### src/rtl/wb_slave_mem_if.sv
// Wishbone B4 classic bus bundle between one master and the wb_slave_mem responder.
// Signal names follow the slave's point of view (_i driven by master, _o by slave).
interface wb_slave_mem_if #(
  parameter int ADDR_WIDTH = 16,
  parameter int DATA_WIDTH = 32
) ();
  logic                    cyc_i;
  logic                    stb_i;
  logic                    we_i;
  logic [ADDR_WIDTH-1:0]   adr_i;
  logic [DATA_WIDTH-1:0]   dat_i;
  logic [DATA_WIDTH/8-1:0] sel_i;
  logic [DATA_WIDTH-1:0]   dat_o;
  logic                    ack_o;
  logic                    err_o;

  modport slave (
    input  cyc_i, stb_i, we_i, adr_i, dat_i, sel_i,
    output dat_o, ack_o, err_o
  );

  modport master (
    output cyc_i, stb_i, we_i, adr_i, dat_i, sel_i,
    input  dat_o, ack_o, err_o
  );
endinterface

### src/rtl/wb_slave_mem.sv
// Wishbone B4 classic single-access slave with a small word memory, byte-lane
// writes, optional wait states and error termination for undecoded addresses.
module wb_slave_mem #(
  parameter int ADDR_WIDTH  = 16,
  parameter int DATA_WIDTH  = 32,
  parameter int MEM_DEPTH   = 16,
  parameter int BASE_ADDR   = 0,
  parameter int WAIT_STATES = 0
) (
  input  logic            clk_i,
  input  logic            rst_i,
  wb_slave_mem_if.slave   bus
);

  localparam int LANES = DATA_WIDTH / 8;
  localparam int IDX_W = (MEM_DEPTH > 1) ? $clog2(MEM_DEPTH) : 1;

  typedef enum logic [1:0] {
    ST_IDLE = 2'd0,
    ST_WAIT = 2'd1,
    ST_RESP = 2'd2
  } state_t;

  state_t                  state_reg, state_next;
  logic [2:0]              cnt_reg, cnt_next;

  logic                    we_reg;
  logic [ADDR_WIDTH-1:0]   adr_reg;
  logic [DATA_WIDTH-1:0]   dat_reg;
  logic [LANES-1:0]        sel_reg;

  logic                    ack_reg, err_reg;
  logic [DATA_WIDTH-1:0]   dat_o_reg;

  logic [DATA_WIDTH-1:0]   mem_reg [MEM_DEPTH] = '{default: '0};

  logic                    req;
  logic                    acc_we;
  logic [ADDR_WIDTH-1:0]   acc_adr;
  logic [DATA_WIDTH-1:0]   acc_dat;
  logic [LANES-1:0]        acc_sel;
  logic [ADDR_WIDTH:0]     idx;
  logic                    in_range;
  logic [IDX_W-1:0]        mem_idx;
  logic                    enter_resp;
  logic [LANES-1:0]        lane_we;

  assign req = bus.cyc_i & bus.stb_i;

  always_comb begin
    state_next = state_reg;
    cnt_next   = cnt_reg;
    case (state_reg)
      ST_IDLE: begin
        if (req) begin
          if (WAIT_STATES == 0) begin
            state_next = ST_RESP;
          end else begin
            cnt_next   = 3'(WAIT_STATES);
            state_next = ST_WAIT;
          end
        end
      end
      ST_WAIT: begin
        // Master withdrawing cyc_i abandons the transfer silently.
        if (!bus.cyc_i) begin
          cnt_next   = '0;
          state_next = ST_IDLE;
        end else begin
          cnt_next = cnt_reg - 3'd1;
          if (cnt_reg == 3'd1) begin
            state_next = ST_RESP;
          end
        end
      end
      ST_RESP: begin
        state_next = ST_IDLE;
      end
      default: begin
        cnt_next   = '0;
        state_next = ST_IDLE;
      end
    endcase
  end

  always_ff @(posedge clk_i) begin
    if (rst_i) begin
      state_reg <= ST_IDLE;
      cnt_reg   <= '0;
    end else begin
      state_reg <= state_next;
      cnt_reg   <= cnt_next;
    end
  end

  always_ff @(posedge clk_i) begin
    if (state_reg == ST_IDLE && req) begin
      we_reg  <= bus.we_i;
      adr_reg <= bus.adr_i;
      dat_reg <= bus.dat_i;
      sel_reg <= bus.sel_i;
    end
  end

  // With no wait states the access happens on the accepting edge itself,
  // so the live bus fields are used until the latched copy is valid.
  always_comb begin
    acc_we  = we_reg;
    acc_adr = adr_reg;
    acc_dat = dat_reg;
    acc_sel = sel_reg;
    if (state_reg == ST_IDLE) begin
      acc_we  = bus.we_i;
      acc_adr = bus.adr_i;
      acc_dat = bus.dat_i;
      acc_sel = bus.sel_i;
    end
  end

  assign idx        = {1'b0, acc_adr} - (ADDR_WIDTH+1)'(BASE_ADDR);
  assign in_range   = (idx < (ADDR_WIDTH+1)'(MEM_DEPTH));
  assign mem_idx    = idx[IDX_W-1:0];
  assign enter_resp = (state_next == ST_RESP);

  for (genvar gi = 0; gi < LANES; gi++) begin : g_lane
    assign lane_we[gi] = enter_resp & acc_we & in_range & acc_sel[gi] & ~rst_i;
  end

  always_ff @(posedge clk_i) begin
    for (int b = 0; b < LANES; b++) begin
      if (lane_we[b]) begin
        mem_reg[mem_idx][8*b +: 8] <= acc_dat[8*b +: 8];
      end
    end
  end

  always_ff @(posedge clk_i) begin
    if (rst_i) begin
      ack_reg   <= 1'b0;
      err_reg   <= 1'b0;
      dat_o_reg <= '0;
    end else begin
      ack_reg <= enter_resp & in_range;
      err_reg <= enter_resp & ~in_range;
      if (enter_resp) begin
        if (!in_range) begin
          dat_o_reg <= '0;
        end else if (!acc_we) begin
          dat_o_reg <= mem_reg[mem_idx];
        end
      end
    end
  end

  assign bus.ack_o = ack_reg;
  assign bus.err_o = err_reg;
  assign bus.dat_o = dat_o_reg;

endmodule

### src/flat_wrapper.sv
// flat-port wrapper written by rule: the top's interface ports become plain ports
module wb_slave_mem_flat 
#(
  parameter int ADDR_WIDTH  = 16,
  parameter int DATA_WIDTH  = 32,
  parameter int MEM_DEPTH   = 16,
  parameter int BASE_ADDR   = 0,
  parameter int WAIT_STATES = 0
)
  (clk_i, rst_i, bus_cyc_i, bus_stb_i, bus_we_i, bus_adr_i, bus_dat_i, bus_sel_i, bus_dat_o, bus_ack_o, bus_err_o);
  wb_slave_mem_if #(.ADDR_WIDTH(ADDR_WIDTH), .DATA_WIDTH(DATA_WIDTH)) bus_i ();
  input  logic clk_i;
  input  logic rst_i;
  input wire logic [$bits(bus_i.cyc_i)-1:0] bus_cyc_i;
  input wire logic [$bits(bus_i.stb_i)-1:0] bus_stb_i;
  input wire logic [$bits(bus_i.we_i)-1:0] bus_we_i;
  input wire logic [$bits(bus_i.adr_i)-1:0] bus_adr_i;
  input wire logic [$bits(bus_i.dat_i)-1:0] bus_dat_i;
  input wire logic [$bits(bus_i.sel_i)-1:0] bus_sel_i;
  output wire logic [$bits(bus_i.dat_o)-1:0] bus_dat_o;
  output wire logic [$bits(bus_i.ack_o)-1:0] bus_ack_o;
  output wire logic [$bits(bus_i.err_o)-1:0] bus_err_o;
  assign bus_i.cyc_i = bus_cyc_i;
  assign bus_i.stb_i = bus_stb_i;
  assign bus_i.we_i = bus_we_i;
  assign bus_i.adr_i = bus_adr_i;
  assign bus_i.dat_i = bus_dat_i;
  assign bus_i.sel_i = bus_sel_i;
  assign bus_dat_o = bus_i.dat_o;
  assign bus_ack_o = bus_i.ack_o;
  assign bus_err_o = bus_i.err_o;
  wb_slave_mem #(.ADDR_WIDTH(ADDR_WIDTH), .DATA_WIDTH(DATA_WIDTH), .MEM_DEPTH(MEM_DEPTH), .BASE_ADDR(BASE_ADDR), .WAIT_STATES(WAIT_STATES)) u_core (.clk_i(clk_i), .rst_i(rst_i), .bus(bus_i));
endmodule
### config.mk
export PLATFORM = sky130hd
export DESIGN_NAME = wb_slave_mem_flat
export DESIGN_NICKNAME = d
export VERILOG_FILES = /design/src/rtl/wb_slave_mem_if.sv /design/src/rtl/wb_slave_mem.sv /design/src/flat_wrapper.sv
export SDC_FILE = /design/constraint.sdc
export NUM_CORES = 1
export LEC_CHECK = 0
export BUFFER_PORTS_ARGS = -buffer_cell sky130_fd_sc_hd__buf_2
export CAP_MARGIN = 5
export CORE_MARGIN = 1.5
export CORE_UTILIZATION = 55
export DETAILED_ROUTE_END_ITERATION = 8
export PLACE_DENSITY = 0.72
export SLEW_MARGIN = 40
export SYNTH_ARGS = -nofsm -noshare
export SYNTH_HDL_FRONTEND = slang
export SYNTH_SLANG_ARGS = --single-unit
### constraint.sdc
create_clock -name clk_i -period 4.5 [get_ports clk_i]
set_input_delay 0.9 -clock clk_i [delete_from_list [all_inputs] [get_ports clk_i]]
set_output_delay 0.9 -clock clk_i [all_outputs]
set_load 0.03 [all_outputs]
# --- Word-level counts from Yosys, hierarchy flattened ---
# Memory sizes are Yosys's and may differ from the RTL's.
# Cells that the tools add are included.
word_totals:
  reg_bits: 92
  ramBits: 512
  input_bits: 57
  output_inout_bits: 34
  word_cells: 56
  mem_count: 1
op_classes:
  addsub: 1
  order_cmp: 1
  eq_ne: 5
  muxes: 20
  bitwise: 15
  reduce_logical: 4
memory_table:
  columns: ["memory", "depth", "word_bits", "rd", "rd_ports_with_merged_regs", "write_ports", "line", "source"]
  rows:
  - ["u_core.mem_reg", 16, 32, 1, 0, 1, "wb_slave_mem.sv:35", "logic [DATA_WIDTH-1:0] mem_reg [MEM_DEPTH] = '{default: '0};"]
op_table:
  columns: ["op", "n"]
  rows:
  - ["two-way mux 32 bit", 3]
  - ["less-than comparator 16 x 5 -> 1 bit (second input constant)", 1]
  - ["two-way mux 16 bit", 1]
  - ["AND 1 bit", 13]
  - ["two-way mux 1 bit", 9]
  - ["two-way mux 2 bit", 3]
  - ["one-hot mux 3 bit (2 select lines)", 1]
  - ["equality test 2 bit (second input constant)", 2]
  - ["two-way mux 4 bit", 1]
  - ["one-hot mux 2 bit (2 select lines)", 1]
  - ["equality test 3 x 1 -> 1 bit (second input constant)", 1]
  - ["two-way mux 3 bit", 1]
  - ["subtractor 3 x 1 -> 3 bit (second input constant)", 1]
  - ["equality test 2 x 1 -> 1 bit (second input constant)", 1]
  - ["logical NOT 2 bit", 1]
  - ["!= test 2 bit (second input constant)", 1]
  - ["NOT 1 bit", 2]
  - ["AND reduction 2 bit", 1]
  - ["OR reduction 2 bit", 1]
  - ["logical AND 1 bit", 1]

# --- Depth between registers and ports, before layout ---
logic_depth:
  ltp_word: 11
  depth_mapped: 10
  ltp_nobuf: 8

# --- Least setup slack after synthesis ---
# No wires, ideal clock.
synth_path:
  kind: "flip-flop to flip-flop"
  from: "reg u_core.state_reg[0]"
  to: "reg u_core.adr_reg[0] (enable)"
  setup_time_ns: 0.416
  t_arrival_ns: 2.475
  required_ns: 4.084
  setup_slack_ns: 1.608
  path_stages_with_launch: 6
  n_path_buf: 3
  synth_period_minus_slack_ns: 2.892
  cell_sequence: "dfxtp_1 > buf_6 > nor2_1 > buf_2 > clkbuf_1 > and3_1"
synth_via:
  elab_chain_cells: 2
synth_rtl:
  columns: ["element", "line", "source"]
  rows:
  - ["start, declared", "wb_slave_mem.sv:24", "state_t state_reg, state_next;"]
  - ["start signal, assigned", "wb_slave_mem.sv:91", "state_reg <= state_next;"]
  - ["logical NOT 2 bit", "wb_slave_mem.sv:97", "if (state_reg == ST_IDLE && req) begin"]
  - ["logical AND 1 bit", "wb_slave_mem.sv:97", null]
  - ["end signal, assigned", "wb_slave_mem.sv:99", "adr_reg <= bus.adr_i;"]
  - ["end, declared", "wb_slave_mem.sv:28", "logic [ADDR_WIDTH-1:0] adr_reg;"]
# No other way between the ends.
# A chain may end at the register's enable or synchronous reset.

# --- Worst setup path after layout ---
layout_path:
  from: "reg u_core.state_reg[0]"
  to: "mem u_core.mem_reg[1][26] (enable)"
layout_via:
  elab_chain_cells: 10
  elab_cells_between_ends: 17
  cone_classes: "1 x order compare; 2 x eq/ne; 9 x mux; 4 x bitwise; 1 x reduce/logical"
layout_rtl:
  columns: ["element", "line"]
  rows:
  - ["branches (longest 10 deep; another with less-than comparator 16 x 5 -> 1 bit)", null]
  - ["end, declared", "wb_slave_mem.sv:35"]
# Parallel ways; which one is timed is not known.

==> results.json <==
{
  "avgSynthCellArea_sq_um": 15.8,
  "drt_iter0_markers": 1327,
  "yosys-top-cells-area": "edfxtp_1 (77%), o22ai_1 (7.0%), dfxtp_1 (3.5%)",
  "critPathKind": "reg -> reg",
  "m1WireLength_mm": 21.3,
  "period_needed_ns": 3.49,
  "cts_tree": "yes",
  "cp.arrival_ns": 3.72,
  "clock_latency_ns": 0.60,
  "area_delta_synth_final_pct": 14.2,
  "critPathRequiredTime_ns": 4.72,
  "leakage_uw": 0.00823,
  "synth_top_area_cell": "edfxtp_1",
  "grt_pass1_vias": 12714,
  "synth_nets": 1458,
  "setup_viol": 0,
  "ff_latch_area_sq_um": 17700,
  "maxSlewHeadroom": 0.439,
  "cts_root_buffer": "clkbuf_16",
  "core_area_sq_um": 39700,
  "syn_area_sq_um": 22100,
  "grt_usage": 0.256,
  "placed_cell_area_sq_um": 23300,
  "synth_seq_cells": 604,
  "cts_buffers": 58,
  "routed_wl_mm": 52.3,
  "synth-seq-area-share": 0.802,
  "mostFrequentLayoutCells": "edfxtp_1 (565), o22ai_1 (248), nand2_1 (135)",
  "rsz0062_at_grt": "false",
  "route.met2.wl_mm": 24.5,
  "layout-drive-gt1-share": 0.152,
  "rows": 73,
  "dr.pass1.iters": 5,
  "synth_cells": 1399,
  "status": "finished, final reports clean",
  "end_kind": "register",
  "async_flop_share": 0,
  "tns_ns": 0,
  "grt_pass1_wl_mm": 77.9,
  "timing.rr.end": "u_core.mem_reg[1][26]",
  "maxSlewViolCount": 0,
  "n_fill_cell": 2784,
  "synth_edf_count": 565,
  "max_stage_delay_ns": 0.71,
  "r2r_slack_ns": 1.01,
  "multi_input_area_sq_um": 3940,
  "vias_per_cell": 6.32,
  "met3WireLength_mm": 4.97,
  "power_density_nw_per_um2": 467,
  "ys.flop_type": "edfxtp_1",
  "path_cells": "or2_2 -> or3_1 -> o31ai_4 -> buf_4 -> nand2_1 -> nor2_1",
  "cts_hold_buf": 0,
  "cts.reportedPaths.clkPinSlew_ns": 0.06,
  "crit_fanout": 28,
  "largest_register_ffs": 512,
  "fin_area_sq_um": 25300,
  "drc": 0,
  "maxCapViolCount": 0,
  "ys.warnings.count": 0,
  "skew_ns": 0.0162,
  "post-cts-setup-buffer-count": 0,
  "cts_buffer_depth": 3,
  "layout.nets": 1573,
  "layout_commonest_cell": "edfxtp_1",
  "startpoint": "u_core.state_reg[0]",
  "fp.dieW_microns": 204,
  "hpwl_mm": 31.1,
  "die-area_sq_um": 41500,
  "port-buffer-count": 90,
  "critPathLaunchType": "register",
  "overflow": 0,
  "routed.top_layer": "met4",
  "hold_ws_ns": 0.459,
  "ir_worst_vdd_mv": 0.333,
  "die_h_microns": 204,
  "gp_congestion": 0.807,
  "crit_path_end": "u_core.mem_reg[1][26]",
  "initial_core_util": 0.557,
  "cts.repair.resized": 0,
  "htree_levels": 2,
  "hold_class": "reg -> reg",
  "timing.fmax_ghz": 0.286,
  "wire_per_inst_microns": 25.0,
  "reg2reg_from": "u_core.state_reg[0]",
  "worstMarginPinSlew_ns": 0.841,
  "finalCritPeriodShare": 0.777,
  "slowest_stage": "nor2_1",
  "routed-via-count": 13208,
  "ys_types": 40,
  "hold_violations": 0,
  "grt_start_max_net_pins": 125,
  "io_pins": 91,
  "drtAntennaViolNets": 0,
  "r2r_cells": 6,
  "synth_top_area_share": 0.767,
  "grt_antenna_before_repair": 4,
  "cts.sinks": 604
}
-- critical path, delay by kind of cell, from the launching register on --
family                 cells  cell delay (ns)
and+or+nand+nor            4             2.06
DFF                        1             0.44
buffers and inverters      1             0.38
AOI/OAI and AO/OA          1             0.22
-- through the flow --
step | power (uW) | util | instances | setup slack (ns)
after floorplan | 6660 | - | 1399 | 1.61
after global placement | 6870 | 0.584 | 1976 | 0.973
after detailed placement | 6890 | 0.586 | 1979 | 0.877
after CTS | 11800 | 0.636 | 2087 | 1.06
after global routing | 12100 | 0.636 | 2087 | 0.849
final | 11800 | 0.636 | 2089 | 1.01
-- cell usage after synthesis (3+ instances only) --
| library cell | instances |
|---|---|
| clkbuf_1 | 43 |
| dfxtp_1 | 39 |
| o21a_1 | 3 |
| o21ai_0 | 72 |
| nand3b_1 | 5 |
| a22oi_1 | 8 |
| o22ai_1 | 248 |
| nand4_1 | 32 |
| a21boi_0 | 4 |
| o21ai_1 | 57 |
| buf_2 | 25 |
| nor4_1 | 8 |
| nand2_1 | 135 |
| edfxtp_1 | 565 |
| nor2_1 | 70 |
| nand2b_1 | 4 |
| o2bb2ai_1 | 32 |
| nand3_1 | 3 |
| buf_6 | 18 |
-- metal layers --
| layer | vias to the layer above | track usage |
|---|---|---|
| li1 | 5830 | - |
| met1 | 6565 | 0.371 |
| met2 | 706 | 0.392 |
| met3 | 107 | 0.0470 |
| met4 | 0 | 0.0918 |
| met5 | - | 0 |
-- cell families after synthesis --
group                    count (synthesis)  share of synthesized area
multiplexers                             3                    0.00141
buffers and inverters                   91                     0.0231
adder cells (fa/ha/maj)                  2                    0.00113
AND/OR/NAND/NOR                        269                     0.0533
AO/OA/AOI/OAI                          430                      0.119
flip-flops                             604                      0.802
-- worst min-delay path by stage --
| stage | from | to | slack, ns | depth (start not counted) |
|---|---|---|---|---|
| after floorplan | u_core.cnt_reg[1] | u_core.cnt_reg[1] | 0.46 | 2 |
| after global placement | u_core.bus.dat_o[1] | u_core.bus.dat_o[1] | 0.44 | 1 |
| after detailed placement | u_core.bus.dat_o[1] | u_core.bus.dat_o[1] | 0.44 | 1 |
| after CTS | u_core.bus.dat_o[7] | u_core.bus.dat_o[7] | 0.46 | 1 |
| after global routing | bus_dat_i[11] | u_core.dat_reg[11] | 0.47 | 1 |
| final | u_core.bus.dat_o[25] | u_core.bus.dat_o[25] | 0.46 | 1 |
-- final cells by class --
type / instances / area share
tap: 525 / 0.0260
clock buffer: 80 / 0.0640
multi-input combinational: 704 / 0.156
timing repair buffer: 144 / 0.0371
inverter: 2 / 0.000297
clock inverter: 28 / 0.0144
antenna: 2 / 0.000198
sequential: 604 / 0.702
-- power breakdown --
part / internal, uW / switching, uW / total, uW
clock network: 3020 / 1990 / 5010
registers: 6200 / 7.90 / 6210
logic: 149 / 423 / 572
Power figures use the tool's default switching activity.
